==> config.mk <==
export PLATFORM = sky130hd
export DESIGN_NAME = pipe_control_unit
export DESIGN_NICKNAME = d
export VERILOG_FILES = /design/src/rtl/mips_ctrl_pkg.sv /design/src/rtl/ctrl_decode.sv /design/src/rtl/pipe_control_unit.sv
export SDC_FILE = /design/constraint.sdc
export NUM_CORES = 1
export LEC_CHECK = 0
export CAP_MARGIN = 10
export CORE_MARGIN = 5
export CORE_UTILIZATION = 52
export DETAILED_ROUTE_END_ITERATION = 6
export PLACE_DENSITY = 0.85
export SLEW_MARGIN = 20
export SYNTH_ARGS = -nofsm -noshare
export SYNTH_HDL_FRONTEND = slang
export SYNTH_HIERARCHICAL = 1
export SYNTH_SLANG_ARGS = --single-unit
==> constraint.sdc <==
create_clock -name clk -period 4.15 [get_ports clk]
set_input_delay 0.6225 -clock clk [delete_from_list [all_inputs] [get_ports clk]]
set_output_delay 0.6225 -clock clk [all_outputs]
set_load 0.01 [all_outputs]
==> src/rtl/mips_ctrl_pkg.sv <==
// Shared control definitions for the MIPS-style pipeline controller: opcodes,
// ALU operation codes, FSM state, per-cycle action and the ID/EX control bundle.
package mips_ctrl_pkg;

  localparam logic [5:0] OP_NOP   = 6'h00;
  localparam logic [5:0] OP_J     = 6'h02;
  localparam logic [5:0] OP_RTYPE = 6'h03;
  localparam logic [5:0] OP_BNE   = 6'h04;
  localparam logic [5:0] OP_BEQ   = 6'h05;
  localparam logic [5:0] OP_JAL   = 6'h07;
  localparam logic [5:0] OP_ADDI  = 6'h09;
  localparam logic [5:0] OP_ANDI  = 6'h0c;
  localparam logic [5:0] OP_ORI   = 6'h0e;
  localparam logic [5:0] OP_LUI   = 6'h0f;
  localparam logic [5:0] OP_FP    = 6'h11;
  localparam logic [5:0] OP_LW    = 6'h12;
  localparam logic [5:0] OP_LBU   = 6'h22;
  localparam logic [5:0] OP_SB    = 6'h28;
  localparam logic [5:0] OP_SW    = 6'h2b;

  localparam logic [3:0] ALU_NONE  = 4'h0;
  localparam logic [3:0] ALU_FUNCT = 4'h2;
  localparam logic [3:0] ALU_OR    = 4'h3;
  localparam logic [3:0] ALU_ADD   = 4'h4;
  localparam logic [3:0] ALU_AND   = 4'h5;
  localparam logic [3:0] ALU_SUB   = 4'h7;
  localparam logic [3:0] ALU_LUI   = 4'hB;

  // Wide enough for FP_LAT up to 15.
  localparam int CNT_W = 4;

  typedef enum logic {
    ST_IDLE,
    ST_FP_BUSY
  } fsm_state_e;

  typedef enum logic [2:0] {
    ACT_FLUSH,
    ACT_HOLD,
    ACT_FP_WAIT,
    ACT_BUBBLE,
    ACT_ISSUE
  } action_e;

  typedef struct packed {
    logic       reg_dst;
    logic       reg_write;
    logic       mem_to_reg;
    logic       jump;
    logic       jmp_and_link;
    logic       mem_read;
    logic       mem_write;
    logic       branch_eq;
    logic       branch_ne;
    logic       alu_src;
    logic       float_op;
    logic       is_signed;
    logic [3:0] alu_op;
  } ctrl_t;

  localparam ctrl_t CTRL_BUBBLE = '0;

endpackage

==> src/rtl/ctrl_decode.sv <==
// Purely combinational opcode decoder; produces the full control bundle and a
// legality flag so any datapath (pipelined or single-cycle) can reuse it.
module ctrl_decode
  import mips_ctrl_pkg::*;
(
  input  logic [5:0] opcode_i,
  output ctrl_t      ctrl_o,
  output logic       legal_o
);

  always_comb begin
    // NOTE: every output gets a default before the case, so no path can leave one unassigned and infer a latch.
    ctrl_o  = CTRL_BUBBLE;
    legal_o = 1'b1;
    case (opcode_i)
      OP_NOP: ;
      OP_LW, OP_LBU: begin
        ctrl_o.reg_write  = 1'b1;
        ctrl_o.mem_to_reg = 1'b1;
        ctrl_o.mem_read   = 1'b1;
        ctrl_o.alu_src    = 1'b1;
        ctrl_o.is_signed  = 1'b1;
        ctrl_o.alu_op     = ALU_ADD;
      end
      OP_LUI: begin
        ctrl_o.reg_write = 1'b1;
        ctrl_o.alu_src   = 1'b1;
        ctrl_o.alu_op    = ALU_LUI;
      end
      OP_SB, OP_SW: begin
        ctrl_o.mem_write = 1'b1;
        ctrl_o.alu_src   = 1'b1;
        ctrl_o.is_signed = 1'b1;
        ctrl_o.alu_op    = ALU_ADD;
      end
      OP_RTYPE: begin
        ctrl_o.reg_dst   = 1'b1;
        ctrl_o.reg_write = 1'b1;
        ctrl_o.alu_op    = ALU_FUNCT;
      end
      OP_ADDI, OP_ANDI, OP_ORI: begin
        ctrl_o.reg_write = 1'b1;
        ctrl_o.alu_src   = 1'b1;
        ctrl_o.alu_op    = (opcode_i == OP_ADDI) ? ALU_ADD :
                           (opcode_i == OP_ANDI) ? ALU_AND : ALU_OR;
      end
      OP_BEQ: begin
        ctrl_o.branch_eq = 1'b1;
        ctrl_o.alu_op    = ALU_SUB;
      end
      OP_BNE: begin
        ctrl_o.branch_ne = 1'b1;
        ctrl_o.alu_op    = ALU_SUB;
      end
      OP_JAL: begin
        ctrl_o.jmp_and_link = 1'b1;
        ctrl_o.alu_op       = ALU_ADD;
      end
      OP_J: begin
        ctrl_o.jump   = 1'b1;
        ctrl_o.alu_op = ALU_ADD;
      end
      OP_FP: begin
        ctrl_o.reg_dst   = 1'b1;
        ctrl_o.reg_write = 1'b1;
        ctrl_o.float_op  = 1'b1;
        ctrl_o.alu_op    = ALU_FUNCT;
      end
      default: legal_o = 1'b0;
    endcase
  end

endmodule

==> src/rtl/pipe_control_unit.sv <==
// ID/EX control register with load-use interlock and a multi-cycle FP stall
// FSM; one action per cycle chosen by flush > stall_in > FP_BUSY > hazard > issue.
module pipe_control_unit
  import mips_ctrl_pkg::*;
#(
  parameter int FP_LAT  = 4,
  parameter int REG_W   = 5,
  parameter int ALUOP_W = 4
) (
  input  logic               clk,
  input  logic               rst_n,
  input  logic               id_valid,
  input  logic [5:0]         opcode,
  input  logic [REG_W-1:0]   rs,
  input  logic [REG_W-1:0]   rt,
  input  logic [REG_W-1:0]   rd,
  input  logic               stall_in,
  input  logic               flush,
  output logic               ex_valid,
  output logic               ex_RegDst,
  output logic               ex_RegWrite,
  output logic               ex_MemtoReg,
  output logic               ex_Jump,
  output logic               ex_JmpandLink,
  output logic               ex_MemRead,
  output logic               ex_MemWrite,
  output logic               ex_BranchEqual,
  output logic               ex_BranchnotEqual,
  output logic               ex_ALUSrc,
  output logic               ex_floatop,
  output logic               ex_Issigned,
  output logic [ALUOP_W-1:0] ex_ALUop,
  output logic [REG_W-1:0]   ex_rt,
  output logic [REG_W-1:0]   ex_dest,
  output logic               if_stall,
  output logic               fp_busy,
  output logic               ex_illegal
);

  ctrl_t            id_ctrl;
  logic             id_legal;
  ctrl_t            ex_ctrl_q, ex_ctrl_d;
  logic             ex_valid_q, ex_valid_d;
  logic             ex_illegal_q, ex_illegal_d;
  logic [REG_W-1:0] ex_rt_q, ex_rt_d;
  logic [REG_W-1:0] ex_dest_q, ex_dest_d;
  fsm_state_e       state_q;
  logic [CNT_W-1:0] cnt_q;
  action_e          action;
  logic             load_use;
  logic             issue_fp;

  ctrl_decode u_decode (
    .opcode_i (opcode),
    .ctrl_o   (id_ctrl),
    .legal_o  (id_legal)
  );

  assign load_use = ex_valid_q & ex_ctrl_q.mem_read & id_valid & (ex_rt_q != '0)
                  & ((ex_rt_q == rs) | (ex_rt_q == rt));
  assign issue_fp = id_valid & id_legal & id_ctrl.float_op;
  assign if_stall = ~flush & (stall_in | (state_q == ST_FP_BUSY) | load_use);
  assign fp_busy  = (state_q == ST_FP_BUSY);

  always_comb begin
    if (flush)                        action = ACT_FLUSH;
    else if (stall_in)                action = ACT_HOLD;
    else if (state_q == ST_FP_BUSY)   action = ACT_FP_WAIT;
    else if (load_use)                action = ACT_BUBBLE;
    else                              action = ACT_ISSUE;
  end

  // Default is a bubble; only HOLD and ISSUE load anything else.
  always_comb begin
    ex_ctrl_d    = CTRL_BUBBLE;
    ex_valid_d   = 1'b0;
    ex_illegal_d = 1'b0;
    ex_rt_d      = '0;
    ex_dest_d    = '0;
    case (action)
      ACT_HOLD: begin
        ex_ctrl_d    = ex_ctrl_q;
        ex_valid_d   = ex_valid_q;
        ex_illegal_d = ex_illegal_q;
        ex_rt_d      = ex_rt_q;
        ex_dest_d    = ex_dest_q;
      end
      ACT_ISSUE: begin
        ex_illegal_d = id_valid & ~id_legal;
        if (id_valid && id_legal) begin
          ex_ctrl_d  = id_ctrl;
          ex_valid_d = 1'b1;
          ex_rt_d    = rt;
          ex_dest_d  = id_ctrl.reg_dst ? rd : rt;
        end
      end
      default: ;
    endcase
  end

  always_ff @(posedge clk or negedge rst_n) begin
    if (!rst_n) begin
      ex_ctrl_q    <= CTRL_BUBBLE;
      ex_valid_q   <= 1'b0;
      ex_illegal_q <= 1'b0;
      ex_rt_q      <= '0;
      ex_dest_q    <= '0;
    end else begin
      // NOTE: non-blocking so every register samples the pre-edge values, independent of statement order.
      ex_ctrl_q    <= ex_ctrl_d;
      ex_valid_q   <= ex_valid_d;
      ex_illegal_q <= ex_illegal_d;
      ex_rt_q      <= ex_rt_d;
      ex_dest_q    <= ex_dest_d;
    end
  end

  always_ff @(posedge clk or negedge rst_n) begin
    if (!rst_n) begin
      state_q <= ST_IDLE;
      cnt_q   <= '0;
    end else begin
      case (action)
        ACT_FLUSH: begin
          state_q <= ST_IDLE;
          cnt_q   <= '0;
        end
        ACT_FP_WAIT: begin
          cnt_q <= cnt_q - CNT_W'(1);
          if (cnt_q == CNT_W'(1)) state_q <= ST_IDLE;
        end
        ACT_ISSUE: begin
          if (issue_fp && FP_LAT > 1) begin
            state_q <= ST_FP_BUSY;
            cnt_q   <= CNT_W'(FP_LAT - 1);
          end
        end
        default: ;
      endcase
    end
  end

  assign ex_valid          = ex_valid_q;
  assign ex_illegal        = ex_illegal_q;
  assign ex_rt             = ex_rt_q;
  assign ex_dest           = ex_dest_q;
  assign ex_RegDst         = ex_ctrl_q.reg_dst;
  assign ex_RegWrite       = ex_ctrl_q.reg_write;
  assign ex_MemtoReg       = ex_ctrl_q.mem_to_reg;
  assign ex_Jump           = ex_ctrl_q.jump;
  assign ex_JmpandLink     = ex_ctrl_q.jmp_and_link;
  assign ex_MemRead        = ex_ctrl_q.mem_read;
  assign ex_MemWrite       = ex_ctrl_q.mem_write;
  assign ex_BranchEqual    = ex_ctrl_q.branch_eq;
  assign ex_BranchnotEqual = ex_ctrl_q.branch_ne;
  assign ex_ALUSrc         = ex_ctrl_q.alu_src;
  assign ex_floatop        = ex_ctrl_q.float_op;
  assign ex_Issigned       = ex_ctrl_q.is_signed;
  assign ex_ALUop          = ALUOP_W'(ex_ctrl_q.alu_op);

endmodule

==> flow_summary.toml <==
[place]
placed_cells = 289
dpl_cell_area_sq_mm = 0.002562
hpwl_um = 3525
portBuffers = 55
gp_congestion = 0.8284

[synthesis]
synth_edf_count = 0
yosysTopAreaCell = "dfrtp_1"
synth_cells = 201
synth_area_per_cell_sq_um = 10.19
yosys_warnings = 6
synthDominantCellAreaShare_pct = 40.32
ys.flop_type = "dfrtp_1"
synthesis.nets = 229
ys_async_sr_fraction_pct = 100.0
synth_seq_area_share_pct = 40.32
synthDistinctLibCells = 53
ys_top_cells_by_count = "dfrtp_1 (33), a22o_2 (19), nor2_1 (13), xor2_1 (13), clkbuf_1 (9)"
synth_area_leaders = "dfrtp_1 (40%), a22o_2 (9.3%), xor2_1 (5.6%)"
yosysMostFrequentCell = "dfrtp_1"
syn_area_sq_mm = 0.002048
ys_ff_latch = 33

[global_routing]
grt_pass1_wl_um = 8204
antenna_found_initial = 0
grt_max_degree = 34
grt_pass1_vias = 1756
globalRouteOverflowTotal = 0
grt_use_total_pct = 19.81

[sta]
fin_crit_sh_pct = 80.25
hold_viol_final = 0
slew_headroom_pct = 61.82
finalClockSkew_ns = 0.006739
worst_pin_slew_ns = 0.5709
setup_tns_ns = 0
fmax_mhz = 300.3
period_needed_ns = 3.330
rsz0062_at_grt = "no"
setup_violations = 0
slew_violations = 0
hold_slack_ns = 0.4966

[critical_path]
crit_type = "in2out"
cp.arrival_ns = 2.71
crit_fanout = 6
critical_path_required_ns = 3.53
cp-end-kind = "output port"
cp-start-kind = "input pin"
reg2regPathDepth = 5

[routing]
drt-total-wl_um = 5025
drtIter0Drc = 143
vias = 1770
dr.pass1.iters = 6
antenna_left = 0
remaining_drc_errors = 0
drt-vias-per-instance = 5.960
post_drt_wl_per_cell_um = 16.92

[clocking]
worstSkewPairLatency_ns = 0.29
holdBufCountCts = 0
post_cts_buffers = 0
clkTransAtPathRegs_ns = 0.07
root_buffer = "clkbuf_8"
htree_levels = 2
cts_made_buffers = 5
ctsResizeCount = 0
cts_buffer_depth = 2
cts_tree = "done"
clkSinkCount = 33

[floorplan]
dieArea_sq_mm = 0.005294
initial_core_util_pct = 54.71
die_y_um = 72.76
io_pins = 56
coreArea_sq_mm = 0.003744
num_rows = 22
die_x_um = 72.76

[cells_and_area]
fin_cells = 297
drive_above_1_share_pct = 18.47
fillerInstances = 302
design_area_sq_mm = 0.002664
syn_to_final_growth_pct = 30.05
final_nets = 276
insertedDiodeCount = 0

[run]
maxCapViolCount = 0

[pwr]
ir_drop_mv = 0.1705
power.density_mw_per_mm2 = 282.9
p_leak_nw = 1.148

[hold_path]
hp-class = "reg2reg"
whs_path_depth = 1

[status]
status = "complete, no violations"
[per-stage QoR]
step	setup slack (ns)	power, mW	utilization (%)
floorplan	1.786	0.4292	-
global placement	0.8450	0.4863	68.45
detailed placement	0.8117	0.4895	68.45
CTS	0.8007	0.7579	71.16
global route	0.6646	0.7853	71.16
finish	0.8195	0.7537	71.16
[critical path, cell delays in order]
cell             delay, ns
clkdlybuf4s50_1       0.45
xor2_1                0.16
nor3_1                0.21
a22oi_1               0.14
or2_2                 0.38
a31oi_1               0.18
clkdlybuf4s50_1       0.55
[cell type report]
cell class	instances	area [sq um]	area share, %
timing repair buffer	59	580.6	21.79
multi-input combinational	144	1077	40.44
clock inverter	1	5.005	0.1879
clock buffer	7	96.34	3.617
inverter	5	18.77	0.7046
sequential	33	825.8	31.00
tap	48	60.06	2.255
[state kept, by name, indices dropped and copies added, names as in the netlist, 4 cells and up]
| register | flops |
|---|---|
| cnt_q | 4 |
| ex_ALUop | 4 |
| ex_dest | 5 |
| ex_rt | 5 |
[power breakdown]
group          switching [mW]  internal [mW]  total [mW]  leakage (nW)
clock                   0.119          0.150       0.269        0.0542
sequential            0.00953          0.331       0.340         0.454
combinational          0.0755         0.0691       0.145         0.640
total                   0.204          0.550       0.754          1.15
[logic make-up after synthesis]
family | synth area share, %
compound gates | 25.29
flops | 40.32
buf+inv | 7.208
fa+ha+maj | 1.222
xor+xnor | 7.209
mux | 3.237
simple gates | 15.52
[cells in the final DEF (no fill, tap or decap), drive strengths merged, types with 5 or more instances in the layout]
| cell | netlist | routed |
|---|---|---|
| mux2 | 5 | 5 |
| inv | 5 | 5 |
| a31oi | 6 | 6 |
| clkdlybuf4s50 | 0 | 55 |
| nand2 | 8 | 8 |
| a22o | 25 | 25 |
| o21ai | 6 | 6 |
| nor3 | 9 | 9 |
| a21oi | 6 | 6 |
| xor2 | 13 | 13 |
| clkbuf | 9 | 7 |
| nor2 | 14 | 14 |
| dfrtp | 33 | 33 |
[metal layers]
layer | vias up | track usage [%] | wire [um]
li1 | 846 | - | -
met1 | 856 | 26.79 | 2308
met2 | 59 | 31.26 | 2336
met3 | 9 | 4.270 | 298
met4 | 0 | 6.967 | 82
met5 | - | 0 | 0
[worst paths after layout]
check | start | end | slack, ns
setup / recovery | rt[2] | if_stall | 0.82
hold / removal | ex_illegal$_DFFE_PN0P_ | ex_illegal$_DFFE_PN0P_ | 0.50
setup reg to reg | ex_rt[1]$_DFFE_PN0P_ | ex_dest[0]$_DFFE_PN0P_ | 2.15
min in group asynchronous | rst_n | ex_Issigned$_DFFE_PN0P_ | 0.74
hold reg to reg | ex_illegal$_DFFE_PN0P_ | ex_illegal$_DFFE_PN0P_ | 0.50
max in group asynchronous | rst_n | ex_floatop$_DFFE_PN0P_ | 3.11
Power figures use the tool's default switching activity.
